`config.mk`:
```
export PLATFORM = sky130hd
export DESIGN_NAME = bus_grant_arbiter
export DESIGN_NICKNAME = d
export VERILOG_FILES = /design/src/rtl/bus_grant_arbiter.sv
export SDC_FILE = /design/constraint.sdc
export NUM_CORES = 1
export LEC_CHECK = 0
export BUFFER_PORTS_ARGS = -buffer_cell sky130_fd_sc_hd__buf_2
export CAP_MARGIN = 20
export CORE_AREA = 2 2 60 90
export CTS_CLUSTER_DIAMETER = 60
export DETAILED_ROUTE_END_ITERATION = 6
export DIE_AREA = 0 0 62 92
export PLACE_DENSITY_LB_ADDON = 0.25
export SLEW_MARGIN = 20
export SYNTH_ARGS = -nofsm -noshare
export SYNTH_HDL_FRONTEND = slang
export SYNTH_SLANG_ARGS = --single-unit
export TNS_END_PERCENT = 1
```
`constraint.sdc`:
```
create_clock -name clock -period 10.7 [get_ports clock]
set_clock_uncertainty 0.15 [all_clocks]
set_input_delay 0.535 -clock clock [delete_from_list [all_inputs] [get_ports clock]]
set_output_delay 0.535 -clock clock [all_outputs]
set_load 0.005 [all_outputs]
```
`src/rtl/bus_grant_arbiter.sv`:
```
// Round-robin bus grant arbiter with registered one-hot grant and R0 BAout.
// Optional tenure limit enabled by defining ARB_TENURE_LIMIT_EN.
module bus_grant_arbiter #(
  parameter int N_REQ      = 8,
  parameter int ID_W       = 4,
  parameter int MAX_TENURE = 4
) (
  input  logic             clock,
  input  logic             clear,
  input  logic [N_REQ-1:0] req,
  input  logic             ba_mode,
  output logic [N_REQ-1:0] gnt,
  output logic [ID_W-1:0]  gnt_id,
  output logic             bus_busy,
  output logic             BAout
);

  typedef enum logic {
    IDLE = 1'b0,
    HELD = 1'b1
  } state_t;

  if (N_REQ < 2 || N_REQ > 16) begin : g_bad_nreq
    $error("N_REQ out of range");
  end
  if ((1 << ID_W) < N_REQ) begin : g_bad_idw
    $error("ID_W too narrow");
  end
  if (MAX_TENURE < 1) begin : g_bad_ten
    $error("MAX_TENURE must be >= 1");
  end

  state_t           r_state;
  state_t           w_state_nxt;
  logic [N_REQ-1:0] r_gnt;
  logic [N_REQ-1:0] w_gnt_nxt;
  logic [ID_W-1:0]  r_id;
  logic [ID_W-1:0]  w_id_nxt;
  logic [ID_W-1:0]  r_last;
  logic [ID_W-1:0]  w_last_nxt;
  logic             r_busy;
  logic             w_busy_nxt;

  logic [N_REQ-1:0] w_cand;
  logic             w_found;
  logic [ID_W-1:0]  w_win;
  logic             w_hold_req;
  logic             w_expire;
  logic             w_load;

  // The holder is masked out so a handover always favours the others.
  assign w_cand     = (r_state == HELD) ? (req & ~r_gnt) : req;
  assign w_hold_req = |(req & r_gnt);

  always_comb begin
    int v_idx;
    w_found = 1'b0;
    w_win   = '0;
    v_idx   = 0;
    for (int i = 0; i < N_REQ; i++) begin
      v_idx = int'(r_last) + 1 + i;
      if (v_idx >= N_REQ) v_idx = v_idx - N_REQ;
      if (!w_found && w_cand[v_idx]) begin
        w_found = 1'b1;
        w_win   = ID_W'(v_idx);
      end
    end
  end

`ifdef ARB_TENURE_LIMIT_EN
  localparam int CNT_W = (MAX_TENURE > 1) ? $clog2(MAX_TENURE) : 1;
  localparam logic [CNT_W-1:0] CNT_MAX = CNT_W'(MAX_TENURE - 1);

  logic [CNT_W-1:0] r_cnt;

  // In HELD, w_found already means some other source is waiting.
  assign w_expire = (r_state == HELD) && (r_cnt == CNT_MAX) && w_found;

  always_ff @(posedge clock or negedge clear) begin
    if (!clear) begin
      r_cnt <= '0;
    end else if (w_load) begin
      r_cnt <= '0;
    end else if (r_state == HELD && r_cnt != CNT_MAX) begin
      r_cnt <= r_cnt + 1'b1;
    end
  end
`else
  assign w_expire = 1'b0;
`endif

  always_comb begin
    w_state_nxt = r_state;
    w_gnt_nxt   = r_gnt;
    w_id_nxt    = r_id;
    w_busy_nxt  = r_busy;
    w_last_nxt  = r_last;
    w_load      = 1'b0;
    unique case (r_state)
      IDLE: begin
        if (w_found) w_load = 1'b1;
      end
      HELD: begin
        if (!w_hold_req || w_expire) begin
          if (w_found) begin
            w_load = 1'b1;
          end else begin
            w_state_nxt = IDLE;
            w_gnt_nxt   = '0;
            w_id_nxt    = '0;
            w_busy_nxt  = 1'b0;
          end
        end
      end
    endcase
    if (w_load) begin
      w_state_nxt = HELD;
      w_gnt_nxt   = {{(N_REQ-1){1'b0}}, 1'b1} << w_win;
      w_id_nxt    = w_win;
      w_busy_nxt  = 1'b1;
      w_last_nxt  = w_win;
    end
  end

  always_ff @(posedge clock or negedge clear) begin
    if (!clear) begin
      r_state <= IDLE;
      r_gnt   <= '0;
      r_id    <= '0;
      r_busy  <= 1'b0;
      r_last  <= ID_W'(N_REQ - 1);
    end else begin
      r_state <= w_state_nxt;
      r_gnt   <= w_gnt_nxt;
      r_id    <= w_id_nxt;
      r_busy  <= w_busy_nxt;
      r_last  <= w_last_nxt;
    end
  end

  assign gnt      = r_gnt;
  assign gnt_id   = r_id;
  assign bus_busy = r_busy;
  assign BAout    = r_gnt[0] & ba_mode;

endmodule

```
==> impl_metrics.ini <==
[outcome]
status = complete, no violations

[clock_tree]
cts_tree = done
clockBufferDepth = 2
clk_pin_slew_ps = 70
clk_latency_ps = 250
numCtsBuffers = 3
h-tree-depth = 1
clock-sinks = 18
cts_setup_buffers = 0
cts-root-buf = clkbuf_8
cts_hold_buffers = 0
cts_resized = 0

[timing]
finalCritPeriodShare_pct = 45.3
rsz0062_at_grt = false
hold_slack_ps = 41.9
setup_viol = 0
period_needed_ps = 4850
slew_violations = 0
max_freq_mhz = 206
slew_headroom_pct = 40.1
setup_tns_ps = 0
tightest_slew_ps = 891
finalHoldViolCount = 0

[floorplan]
dieArea_um2 = 5700
chipHeight_um = 92
io_pins = 25
fp-row-count = 32
dieWidth_um = 62
initial_core_util_pct = 47.2
coreArea_um2 = 5000

[logic_synthesis]
yosysSeqAreaShare_pct = 19.2
yosys_warnings = 0
synthArstFlopShare_pct = 100
yosysUniqueCellTypes = 63
synth-main-ff-cell = dfrtp_1
syn_area_um2 = 2360
netlist_instances = 261
syn_area_per_cell_um2 = 9.05
synth_edf_count = 0
synth_nets = 283
ys_ff_latch = 18

[grt]
grt_start_max_net_pins = 27
antenna_found_initial = 0
grt_pass1_vias = 2082
grt_use_total_pct = 25.3
grt_pass1_wl_um = 10700
gr-total-overflow = 0

[cells_and_area]
area_growth_pct = 7.37
fillCellCount = 509
layout.nets = 298
drive_above_1_share_pct = 21.5
final_cell_area_um2 = 2530
n_antenna_cell = 0

[place]
dpl-instance-area_um2 = 2480
gp_congestion = 1.08
dpl.hpwl_um = 5380
io_buffers = 24

[critical_path]
r2r_start = r_last[0]$_DFFE_PN1P_
cp_max_fo = 26
cpMaxStageDelayCell = dfstp_2
path_buf_inv = 1
start_kind = flip-flop
crit_path_cell_trace = inv_1 -> ha_1 -> xnor2_2 -> mux4_2 -> or3_4 -> o21ai_2 -> and2_1 -> nand2_1 -> o21ai_0
worstPathRequired_ps = 10720
cpPeakStageDelay_ps = 970
critical_path.top_delay_family = simple AND/OR/NAND/NOR gates
worstSetupPathType = reg2reg
cp-startpoint = r_last[0]$_DFFE_PN1P_
worstSetupEndpointType = flip-flop
arrival_ps = 4860

[detailed_routing]
post_drt_wl_per_cell_um = 19.8
drt_iter0_markers = 169
drc = 0
dr.pass1.iters = 4
vias = 2196
ant_nets = 0
avgViaCountPerCell = 6.40
wl_um = 6790

[worst_hold_path]
hold_class = in2async

[flow_run]
drv_cap = 0
worst paths after layout:
| path | cells after the start | to | slack, ps |
|---|---|---|---|
| min in group clock | 2 | gnt_id[1]$_DFFE_PN0P_ | 330 |
| max in group asynchronous | 1 | r_last[1]$_DFFE_PN1P_ | 10040 |
| hold / removal | 1 | r_last[3]$_DFFE_PN0P_ | 40 |
| setup / recovery | 9 | gnt_id[2]$_DFFE_PN0P_ | 5850 |
| setup reg to reg | 9 | gnt_id[2]$_DFFE_PN0P_ | 5850 |
| hold reg to reg | 2 | gnt_id[1]$_DFFE_PN0P_ | 330 |
layout make-up:
class	count	area (µm²)	area share, %
Multi-Input combinational cell	219	1780	70.3
Inverter	10	37.5	1.48
Timing Repair Buffer	24	120	4.74
Sequential cell	18	454	17.9
Clock buffer	4	55.1	2.17
Tap cell	68	85.1	3.36
cell usage after synthesis (all sizes together) (2+ instances only):
| library cell | number | area (µm²) |
|---|---|---|
| nand2 | 29 | 109 |
| a21oi | 21 | 105 |
| mux2i | 17 | 170 |
| o21ai | 17 | 88.8 |
| dfrtp | 15 | 375 |
| ha | 11 | 138 |
| buf | 10 | 71.3 |
| inv | 10 | 37.5 |
| mux4 | 10 | 225 |
| o31ai | 10 | 95.1 |
| a21o | 9 | 67.6 |
| mux2 | 9 | 116 |
| nand3 | 9 | 45.0 |
| nor2 | 8 | 30.0 |
| a211oi | 6 | 45.0 |
| a22oi | 6 | 45.0 |
| nor3 | 6 | 30.0 |
| xnor2 | 5 | 51.3 |
| clkbuf | 4 | 15.0 |
| a22o | 3 | 26.3 |
| a32oi | 3 | 26.3 |
| and2 | 3 | 18.8 |
| dfstp | 3 | 78.8 |
| o211ai | 3 | 22.5 |
| nand3b | 2 | 15.0 |
| nor2b | 2 | 12.5 |
| nor4 | 2 | 12.5 |
| o21a | 2 | 15.0 |
| o22ai | 2 | 12.5 |
| o311ai | 2 | 17.5 |
| or3 | 2 | 17.5 |
| xor2 | 2 | 17.5 |
flip-flops by register name, indices dropped and copies added (netlist names):
signal,flops
bus_busy,1
gnt,8
gnt_id,4
r_last,4
r_state,1
cell families after synthesis:
kind of cell | after synthesis | share of synthesized area (%)
flops | 18 | 19.2
buf+inv | 24 | 5.25
xor+xnor | 9 | 4.88
compound gates | 96 | 29.7
fa+ha+maj | 11 | 5.83
simple gates | 67 | 13.4
mux | 36 | 21.7
cell usage in the layout, fill, tap and decap left out, types with 4 or more instances in the layout:
cell type and count:
nand2_1 29, buf_2 24, a21oi_1 21, mux2i_1 17, dfrtp_1 15, o21ai_0 13
ha_1 11, mux4_2 10, nand3_1 9, a21o_1 9, inv_1 8, nor2_1 8
a22oi_1 6, nor3_1 6, a211oi_1 6, o31ai_1 6, mux2_4 4, xnor2_1 4
o31ai_2 4, clkbuf_8 4
worst reg2reg max path: cells and delay by family, from the launching register on:
kind | cells | cell delay (ps)
flops | 1 | 970
fa+ha+maj | 1 | 670
mux | 1 | 690
simple gates | 3 | 1040
compound gates | 2 | 400
buf+inv | 1 | 300
xor+xnor | 1 | 540
through the flow:
step / util [%] / cells / setup WS, ps
after global placement: 49.6 / 339 / 5890
final: 50.6 / 343 / 5850
after floorplan: - / 261 / 6720
after CTS: 50.6 / 343 / 5850
after global routing: 50.6 / 343 / 5490
after detailed placement: 49.6 / 339 / 5870
layer usage:
metal	global-route usage, %	vias up	wire length (µm)
met2	44.1	62	3710
met5	0	-	0
met4	9.57	0	219
met3	2.12	20	223
li1	-	1041	-
met1	30.7	1073	2630
Power is not shown: default switching activity piles up to over one toggle a cycle in this logic, so the estimate is an artifact.
